### config.mk
export PLATFORM = sky130hd
export DESIGN_NAME = fc_argmax
export DESIGN_NICKNAME = d
export VERILOG_FILES = /design/src/rtl/fc_argmax.sv
export SDC_FILE = /design/constraint.sdc
export NUM_CORES = 1
export LEC_CHECK = 0
export CORE_MARGIN = 8
export CORE_UTILIZATION = 35
export CTS_BUF_LIST = sky130_fd_sc_hd__clkbuf_16
export CTS_CLUSTER_SIZE = 10
export DETAILED_ROUTE_END_ITERATION = 12
export GPL_TIMING_DRIVEN = 0
export PLACE_DENSITY_LB_ADDON = 0.1
export REMOVE_ABC_BUFFERS = 1
export SLEW_MARGIN = 0
export SYNTH_ARGS = -nofsm -noshare
export SYNTH_HDL_FRONTEND = slang
export SYNTH_SLANG_ARGS = --single-unit
### constraint.sdc
create_clock -name clk -period 3.05 [get_ports clk]
set_input_delay 0.61 -clock clk [delete_from_list [all_inputs] [get_ports clk]]
set_output_delay 0.61 -clock clk [all_outputs]
set_load 0.02 [all_outputs]
### src/rtl/fc_argmax.sv
// ---------------------------------------------------------------------------
// fc_argmax
//   Final classification stage of the CNN pipeline. Consumes the serial
//   stream of signed class scores from the fully-connected layer (class 0
//   first, NUM_CLASS scores per image). It tracks the running maximum and
//   emits the winning class index and its score once per frame.
//
//   Optional feature macro: ARGMAX_MARGIN_EN
//     When defined, the second-best score is also tracked. margin_out then
//     reports (best - second best), and low_conf flags a margin below
//     MARGIN_THR. When undefined, both outputs are tied to zero and no
//     second-best logic exists.
//
//   Handshake: a sample is taken on every rising clk edge where valid_in is
//   high and clear is low. There is no back-pressure. decision_valid is a
//   one-cycle pulse in the cycle after the last sample of a frame is taken,
//   and class_out/score_out/margin_out/low_conf change only on that edge.
//
//   Control: the sample counter is the state. COLLECT covers counts
//   0..NUM_CLASS-2 and LAST is count NUM_CLASS-1. The state is visible as the
//   internal 'state' signal.
// ---------------------------------------------------------------------------
module fc_argmax #(
    parameter int NUM_CLASS  = 10,
    parameter int DATA_BITS  = 12,
    parameter int IDX_BITS   = 4,
    parameter int MARGIN_THR = 16
) (
    input  logic                        clk,
    input  logic                        rst,
    input  logic                        clear,
    input  logic                        valid_in,
    input  logic signed [DATA_BITS-1:0] data_in,
    output logic        [IDX_BITS-1:0]  class_out,
    output logic signed [DATA_BITS-1:0] score_out,
    output logic                        decision_valid,
    output logic                        busy,
    output logic        [DATA_BITS:0]   margin_out,
    output logic                        low_conf
);

    // Reject parameter sets that cannot index every class.
    if (NUM_CLASS < 2 || (2 ** IDX_BITS) < NUM_CLASS || MARGIN_THR < 0) begin : g_param_check
        $error("fc_argmax: illegal parameter combination");
    end

    localparam logic [IDX_BITS-1:0]         LAST_IDX = IDX_BITS'(NUM_CLASS - 1);
    localparam logic [IDX_BITS-1:0]         ONE_IDX  = IDX_BITS'(1);
    localparam logic signed [DATA_BITS-1:0] MOST_NEG = {1'b1, {(DATA_BITS - 1){1'b0}}};

    typedef enum logic {
        ST_COLLECT = 1'b0,
        ST_LAST    = 1'b1
    } state_t;

    state_t                      state;

    logic [IDX_BITS-1:0]         cnt_q,     cnt_d;
    logic signed [DATA_BITS-1:0] run_max_q, run_max_d;
    logic [IDX_BITS-1:0]         run_idx_q, run_idx_d;
    logic [IDX_BITS-1:0]         class_q,   class_d;
    logic signed [DATA_BITS-1:0] score_q,   score_d;
    logic                        dv_q,      dv_d;
    logic                        busy_q,    busy_d;

    // Best-so-far including the sample currently on data_in.
    logic signed [DATA_BITS-1:0] cand_max;
    logic [IDX_BITS-1:0]         cand_idx;

    // Decode the control state from the sample counter.
    always_comb begin
        state = (cnt_q == LAST_IDX) ? ST_LAST : ST_COLLECT;
    end

    // Running-max compare: sample 0 always seeds, later samples need a strict
    // signed win so ties keep the lower index.
    always_comb begin
        cand_max = run_max_q;
        cand_idx = run_idx_q;
        if (cnt_q == '0) begin
            cand_max = data_in;
            cand_idx = '0;
        end else if (data_in > run_max_q) begin
            cand_max = data_in;
            cand_idx = cnt_q;
        end
    end

    // Next-state and output-register logic; clear outranks valid_in.
    always_comb begin
        cnt_d     = cnt_q;
        run_max_d = run_max_q;
        run_idx_d = run_idx_q;
        class_d   = class_q;
        score_d   = score_q;
        dv_d      = 1'b0;
        if (clear) begin
            cnt_d     = '0;
            run_max_d = '0;
            run_idx_d = '0;
        end else if (valid_in) begin
            run_max_d = cand_max;
            run_idx_d = cand_idx;
            case (state)
                ST_LAST: begin
                    cnt_d   = '0;
                    class_d = cand_idx;
                    score_d = cand_max;
                    dv_d    = 1'b1;
                end
                default: begin
                    cnt_d = cnt_q + ONE_IDX;
                end
            endcase
        end
        busy_d = (cnt_d != '0);
    end

    // State registers with synchronous active-high reset.
    always_ff @(posedge clk) begin
        if (rst) begin
            cnt_q     <= '0;
            run_max_q <= '0;
            run_idx_q <= '0;
            class_q   <= '0;
            score_q   <= '0;
            dv_q      <= 1'b0;
            busy_q    <= 1'b0;
        end else begin
            cnt_q     <= cnt_d;
            run_max_q <= run_max_d;
            run_idx_q <= run_idx_d;
            class_q   <= class_d;
            score_q   <= score_d;
            dv_q      <= dv_d;
            busy_q    <= busy_d;
        end
    end

    assign class_out      = class_q;
    assign score_out      = score_q;
    assign decision_valid = dv_q;
    assign busy           = busy_q;

`ifdef ARGMAX_MARGIN_EN
    localparam logic [DATA_BITS:0] THR = (DATA_BITS + 1)'(MARGIN_THR);

    logic signed [DATA_BITS-1:0] run_sec_q, run_sec_d;
    logic signed [DATA_BITS-1:0] cand_sec;
    logic signed [DATA_BITS:0]   ext_max;
    logic signed [DATA_BITS:0]   ext_sec;
    logic signed [DATA_BITS:0]   diff;
    logic [DATA_BITS:0]          margin_q, margin_d;
    logic                        low_q,    low_d;

    // Second-best tracking: a new max demotes the old max; a tie with the
    // max lands here as second, giving margin 0.
    always_comb begin
        cand_sec = run_sec_q;
        if (cnt_q == '0) begin
            cand_sec = MOST_NEG;
        end else if (data_in > run_max_q) begin
            cand_sec = run_max_q;
        end else if (data_in > run_sec_q) begin
            cand_sec = data_in;
        end
    end

    // Margin is formed one bit wider than the scores so it cannot overflow.
    always_comb begin
        ext_max   = {cand_max[DATA_BITS-1], cand_max};
        ext_sec   = {cand_sec[DATA_BITS-1], cand_sec};
        diff      = ext_max - ext_sec;
        run_sec_d = run_sec_q;
        margin_d  = margin_q;
        low_d     = low_q;
        if (clear) begin
            run_sec_d = MOST_NEG;
        end else if (valid_in) begin
            run_sec_d = cand_sec;
            if (state == ST_LAST) begin
                margin_d = diff;
                low_d    = (diff < THR);
            end
        end
    end

    // Second-best and margin registers.
    always_ff @(posedge clk) begin
        if (rst) begin
            run_sec_q <= MOST_NEG;
            margin_q  <= '0;
            low_q     <= 1'b0;
        end else begin
            run_sec_q <= run_sec_d;
            margin_q  <= margin_d;
            low_q     <= low_d;
        end
    end

    assign margin_out = margin_q;
    assign low_conf   = low_q;
`else
    assign margin_out = '0;
    assign low_conf   = 1'b0;
`endif

endmodule

# ---- After elaboration in Yosys (flattened, before gate mapping)
# Index checks and enable logic that the tools add are counted.
dict set report word_totals {
  output_inout_bits 32
  mem_bits_rw 0
  latchBits 0
  n_memories 0
  reg_bits 38
  mem_bits_ro 0
}
dict set report classes {
  n_bitwise 2
  reduce_logical 5
  n_addsub 1
  shifts 0
  n_eq_ne 1
  n_lt_le_gt_ge 1
  n_mux 9
  div 0
  n_mul 0
}
# op n
set ops {}
lappend ops {{12-bit two-way mux} 2}
lappend ops {{4-bit two-way mux} 5}
lappend ops {{12-bit greater-than comparator} 1}
lappend ops {{4-bit by 1-bit adder with 4-bit output (second input constant)} 1}
lappend ops {{4-bit == test (second input constant)} 1}
lappend ops {{4-bit zero test} 1}
lappend ops {{4-bit nonzero test} 1}
lappend ops {{3-bit AND reduction} 1}
lappend ops {{3-bit OR reduction} 1}
lappend ops {{1-bit two-way mux} 2}
lappend ops {{1-bit inverter} 2}
lappend ops {{2-bit OR reduction} 1}

# ---- Longest topological paths before layout
# Gate-level depths: netlist of run 1.
dict set report depth {
  word_depth 6
  ltp_mapped 9
  depth_no_buf 8
}

# ---- Worst setup path after synthesis of run 1
# OpenSTA, ideal clock, no wires.
dict set report synth_path {
  kind {in2reg}
  startpoint {input port data_in[1]}
  endpoint {register run_max_q[3]}
  arrival_time_ns 2.196
  cell_stages 8
  slack_ns 0.727
  t_required_ns 2.922
  setup_ns 0.128
  path_buffers 1
  path_cell_list {ha_1 -> nor2b_1 -> o211ai_1 -> a211o_1 -> a311oi_4 -> buf_8 -> mux2i_1 -> nor2_1}
}
dict set report synth_via {
  elab_chain_cells 3
}
# item line
set synth_rtl {}
lappend synth_rtl {{from (decl)} 33} ;# input logic signed [DATA_BITS-1:0] data_in,
lappend synth_rtl {{12-bit greater-than comparator} 83} ;# end else if (data_in > run_max_q) begin
lappend synth_rtl {{12-bit two-way mux} 83}
lappend synth_rtl {{12-bit two-way mux} 80} ;# if (cnt_q == '0) begin
lappend synth_rtl {{to (signal assigned)} 131} ;# run_max_q <= run_max_d;
lappend synth_rtl {{to (decl)} 59} ;# logic signed [DATA_BITS-1:0] run_max_q, run_max_d;
# Every way passes these cells.
# A chain may end at the register's enable or synchronous reset.

# ---- Worst setup path after layout of run 1
dict set report layout_path {
  startpoint {input port data_in[1]}
  endpoint {register score_q[4] (netlist: score_out[4])}
}
dict set report layout_via {
  elab_chain_cells 3
}
# item line
set layout_rtl {}
lappend layout_rtl {{12-bit greater-than comparator} 83}
lappend layout_rtl {{12-bit two-way mux} 83}
lappend layout_rtl {{12-bit two-way mux} 80}
lappend layout_rtl {{to (signal assigned)} 134} ;# score_q <= score_d;
lappend layout_rtl {{to (decl)} 62} ;# logic signed [DATA_BITS-1:0] score_q, score_d;
# Every way passes these cells.

==> results of run 1 <==
[power by group]
group	leakage (nW)	internal (mW)	switching, mW	total (mW)
registers	0.307	0.504	0.00634	0.510
clock network	0.0724	0.295	0.190	0.485
logic	0.638	0.0600	0.0819	0.142
total	1.02	0.859	0.278	1.14
[final cells by class]
| class | count | area (µm²) | area share (%) |
|---|---|---|---|
| inverters | 16 | 60.1 | 2.38 |
| well taps | 75 | 93.8 | 3.72 |
| clock inverters | 3 | 12.5 | 0.497 |
| repair buffers | 39 | 375 | 14.9 |
| flip-flops and latches | 38 | 761 | 30.2 |
| clock buffers | 5 | 125 | 4.97 |
| multi-input cells | 158 | 1090 | 43.3 |
[per-stage QoR]
stage | instances | cell area (µm²) | setup WS (ns) | setup TNS, ns
floorplan | 212 | 1910 | -0.460 | -6.34
global placement | 320 | 2330 | -2.61 | -45.96
detailed placement | 323 | 2360 | -0.318 | -4.44
CTS | 334 | 2520 | 0.212 | 0
global route | 334 | 2520 | 0.0162 | 0
finish | 334 | 2520 | 0.248 | 0
[metal layers]
metal / track usage [%] / up-vias / routed length [µm]
li1: - / 824 / -
met1: 12.8 / 732 / 2060
met2: 17.6 / 33 / 2050
met3: 3.64 / 6 / 276
met4: 4.70 / 0 / 63
met5: 0 / - / 0
[sequential cells by signal, indices dropped and copies added, names as in the netlist]
register,cells
cnt_q,4
class_out,4
busy,1
run_max_q,12
run_idx_q,4
score_out,12
decision_valid,1
[timing repair]
item                                    CTS  global route
gates resized for setup                   0             0
gates cloned                              0             0
endpoints found under the setup margin   12             1
hold buffers                              0             0
setup buffers                             3             0
pin swaps                                 1             1
[logic make-up (layout without fill, tap and decap cells)]
group	count (synthesis)	after routing	synth area share, %
AND/OR/NAND/NOR	63	63	14.6
buffers and inverters	44	63	12.3
AO/OA/AOI/OAI	41	41	15.0
flip-flops	38	38	37.1
multiplexers	25	25	12.2
adder cells (fa/ha/maj)	12	12	7.32
XOR/XNOR	3	3	1.28
other	1	14	0.183
[critical path, stage by stage]
cell,delay [ns]
sky130_fd_sc_hd__clkdlybuf4s50_1,0.46
sky130_fd_sc_hd__ha_1,0.32
sky130_fd_sc_hd__nor2b_1,0.13
sky130_fd_sc_hd__o211ai_1,0.09
sky130_fd_sc_hd__a211o_1,0.35
sky130_fd_sc_hd__a31oi_4,0.59
sky130_fd_sc_hd__mux2i_1,0.28
sky130_fd_sc_hd__a211oi_1,0.09
[final timing paths]
path | start | to | slack [ns] | depth (start not counted)
worst max-delay path | data_in[1] | score_out[4] | 0.25 | 8
worst min-delay path | run_idx_q[2] | run_idx_q[2] | 0.47 | 2
worst max register to register | run_max_q[1] | score_out[4] | 0.65 | 8
worst min register to register | run_idx_q[2] | run_idx_q[2] | 0.47 | 2
[layout by cell type, fill, tap and decap left out, types with 2 or more instances in the layout]
cell type                         count
sky130_fd_sc_hd__xor2_1               2
sky130_fd_sc_hd__a21oi_1             11
sky130_fd_sc_hd__a211oi_1            14
sky130_fd_sc_hd__nand4_1              5
sky130_fd_sc_hd__nor3_1               2
sky130_fd_sc_hd__nand2b_1             2
sky130_fd_sc_hd__nand2_1              6
sky130_fd_sc_hd__dfxtp_1             38
sky130_fd_sc_hd__clkdlybuf4s50_1     33
sky130_fd_sc_hd__nor2_1              33
sky130_fd_sc_hd__conb_1              14
sky130_fd_sc_hd__o211ai_1             3
sky130_fd_sc_hd__buf_4                6
sky130_fd_sc_hd__ha_1                12
sky130_fd_sc_hd__inv_1               17
sky130_fd_sc_hd__nand3_1              4
sky130_fd_sc_hd__nor2b_1              5
sky130_fd_sc_hd__mux2i_1             25
sky130_fd_sc_hd__clkbuf_16            5
sky130_fd_sc_hd__o21ai_0              3
==> load_flow_metrics.sql, run 1 <==
INSERT INTO impl_metrics (metric_group, metric, value, unit) VALUES
('clocking', 'cts-buffers-inserted', '5', ''),
('sta', 'drv_slew', '0', ''),
('clocking', 'clkLatencyLatePin', '0.28', 'ns'),
('logic_synthesis', 'synth_top_cell_by_area', 'sky130_fd_sc_hd__dfxtp_1', ''),
('power_and_ir_drop', 'p_total', '1.14', 'mW'),
('logic_synthesis', 'synth_edf_count', '0', ''),
('setup_path', 'sort_of_element_at_the_end_of_the_critical_path', 'flop', ''),
('logic_synthesis', 'ys_async_sr_fraction', '0', '%'),
('clocking', 'cts-root-buf', 'sky130_fd_sc_hd__clkbuf_16', ''),
('floorplanning', 'die_h', '92.5', 'µm'),
('sta', 'period_share', '91.9', '%'),
('place', 'dpl.hpwl', '3180', 'µm'),
('global_route', 'antenna_found_initial', '0', ''),
('logic_synthesis', 'synth_area_leaders', 'sky130_fd_sc_hd__dfxtp_1, sky130_fd_sc_hd__mux2i_1, sky130_fd_sc_hd__ha_1', ''),
('logic_synthesis', 'synth_sequential_area_ratio', '37.1', '%'),
('cells_and_area', 'n_antenna_cell', '0', ''),
('logic_synthesis', 'synth_cell_types', '38', ''),
('logic_synthesis', 'synth.most_common_cell', 'sky130_fd_sc_hd__dfxtp_1', ''),
('sta', 'post-route-min-period', '2.80', 'ns'),
('global_route', 'grt_max_degree', '20', ''),
('sta', 'final-hold-violation-count', '0', ''),
('setup_path', 'cp.required', '3.18', 'ns'),
('place', 'buffer_ports.inserted', '33', ''),
('sta', 'clock_skew', '0.00340', 'ns'),
('clocking', 'cts_tree', 'yes', ''),
('floorplanning', 'fp.dieW', '92.5', 'µm'),
('clocking', 'cts.htree.levels', '2', ''),
('power_and_ir_drop', 'worst_ir_drop_vdd', '0.213', 'mV'),
('global_route', 'grt.overflow.total', '0', ''),
('global_route', 'grt_pass1_wl', '7560', 'µm'),
('logic_synthesis', 'synth.yosys.warnings', '0', ''),
('logic_synthesis', 'synth_flop_cell', 'sky130_fd_sc_hd__dfxtp_1', ''),
('drt', 'avgRoutedWirePerCell', '13.3', 'µm'),
('setup_path', 'ws_path_type', 'in2reg', ''),
('drt', 'avgViaCountPerCell', '4.78', ''),
('place', 'gp_congestion', '0.760', ''),
('power_and_ir_drop', 'pwr_density_cell', '451', 'nW/µm²'),
('clocking', 'cts.reportedPaths.clkPinSlew', '0.05', 'ns'),
('global_route', 'grt_usage', '10.9', '%'),
('sta', 'timing.max_slew.rel_slack', '49.8', '%'),
('sta', 'final-setup-viol-count', '0', ''),
('cells_and_area', 'final_layout_size_suffix_gt1_share', '6.95', '%'),
('floorplanning', 'io_pins', '48', ''),
('setup_path', 'cp_max_fo', '13', ''),
('clocking', 'cts.path.max_buffers', '2', ''),
('drt', 'route.detailed.drc', '0', ''),
('drt', 'wl_final', '4460', 'µm'),
('floorplanning', 'initial_core_util', '35.5', '%'),
('logic_synthesis', 'synthesis.area_per_instance', '9.03', 'µm²'),
('outcome', 'run_status', 'completed', ''),
('power_and_ir_drop', 'power.static_leakage', '1.02', 'nW'),
('sta', 'hold_slack', '0.471', 'ns'),
('drt', 'drt_first_pass_iters', '4', ''),
('drt', 'detailroute.via_count', '1595', ''),
('min_path', 'min_path_type', 'reg2reg', ''),
('setup_path', 'worst-endpoint-arrival', '2.93', 'ns'),
('logic_synthesis', 'post-synth-top-area-fraction', '37.1', '%'),
('global_route', 'grt_pass1_vias', '1602', ''),
('cells_and_area', 'nFillCells', '590', ''),
('cells_and_area', 'syn2layout_area_growth', '22.9', '%'),
('sta', 'rsz0062_at_grt', 'false', ''),
('drt', 'drt_iter0_markers', '63', ''),
('setup_path', 'critPathLaunchType', 'input port', ''),
('logic_synthesis', 'postSynthRegisterBits', '38', ''),
('sta', 'clock.fmax', '357', 'MHz'),
('sta', 'max_slew.worst_pin.slew', '0.750', 'ns'),
('drt', 'postRouteAntennaNets', '0', ''),
('cells_and_area', 'fin_nets', '286', ''),
('floorplanning', 'core_region_area', '5780', 'µm²'),
('cells_and_area', 'postLayoutCoreUtil', '43.6', '%'),
('logic_synthesis', 'syn-cell-area', '2050', 'µm²'),
('floorplanning', 'die_area', '8560', 'µm²'),
('clocking', 'tritoncts_num_sinks', '38', ''),
('floorplanning', 'num_rows', '28', ''),
('job', 'timing.max_cap.violations', '0', ''),
('logic_synthesis', 'synthesized_netlist_cell_count', '227', ''),
('logic_synthesis', 'synth.top_cells.by_count', 'sky130_fd_sc_hd__dfxtp_1, sky130_fd_sc_hd__nor2_1, sky130_fd_sc_hd__mux2i_1', '');
Note: power is estimated with default switching activity, not from simulation.
==> inputs of run 2 (changes only) <==
--- a/config.mk
+++ b/config.mk
@@ -8,6 +8,7 @@
 export CORE_MARGIN = 8
 export CORE_UTILIZATION = 35
 export CTS_BUF_LIST = sky130_fd_sc_hd__clkbuf_16
+export CTS_CLUSTER_DIAMETER = 60
 export CTS_CLUSTER_SIZE = 10
 export DETAILED_ROUTE_END_ITERATION = 12
 export GPL_TIMING_DRIVEN = 0
==> results of run 2 <==
Final layout, timing and power as in run 1 (identical DEF).
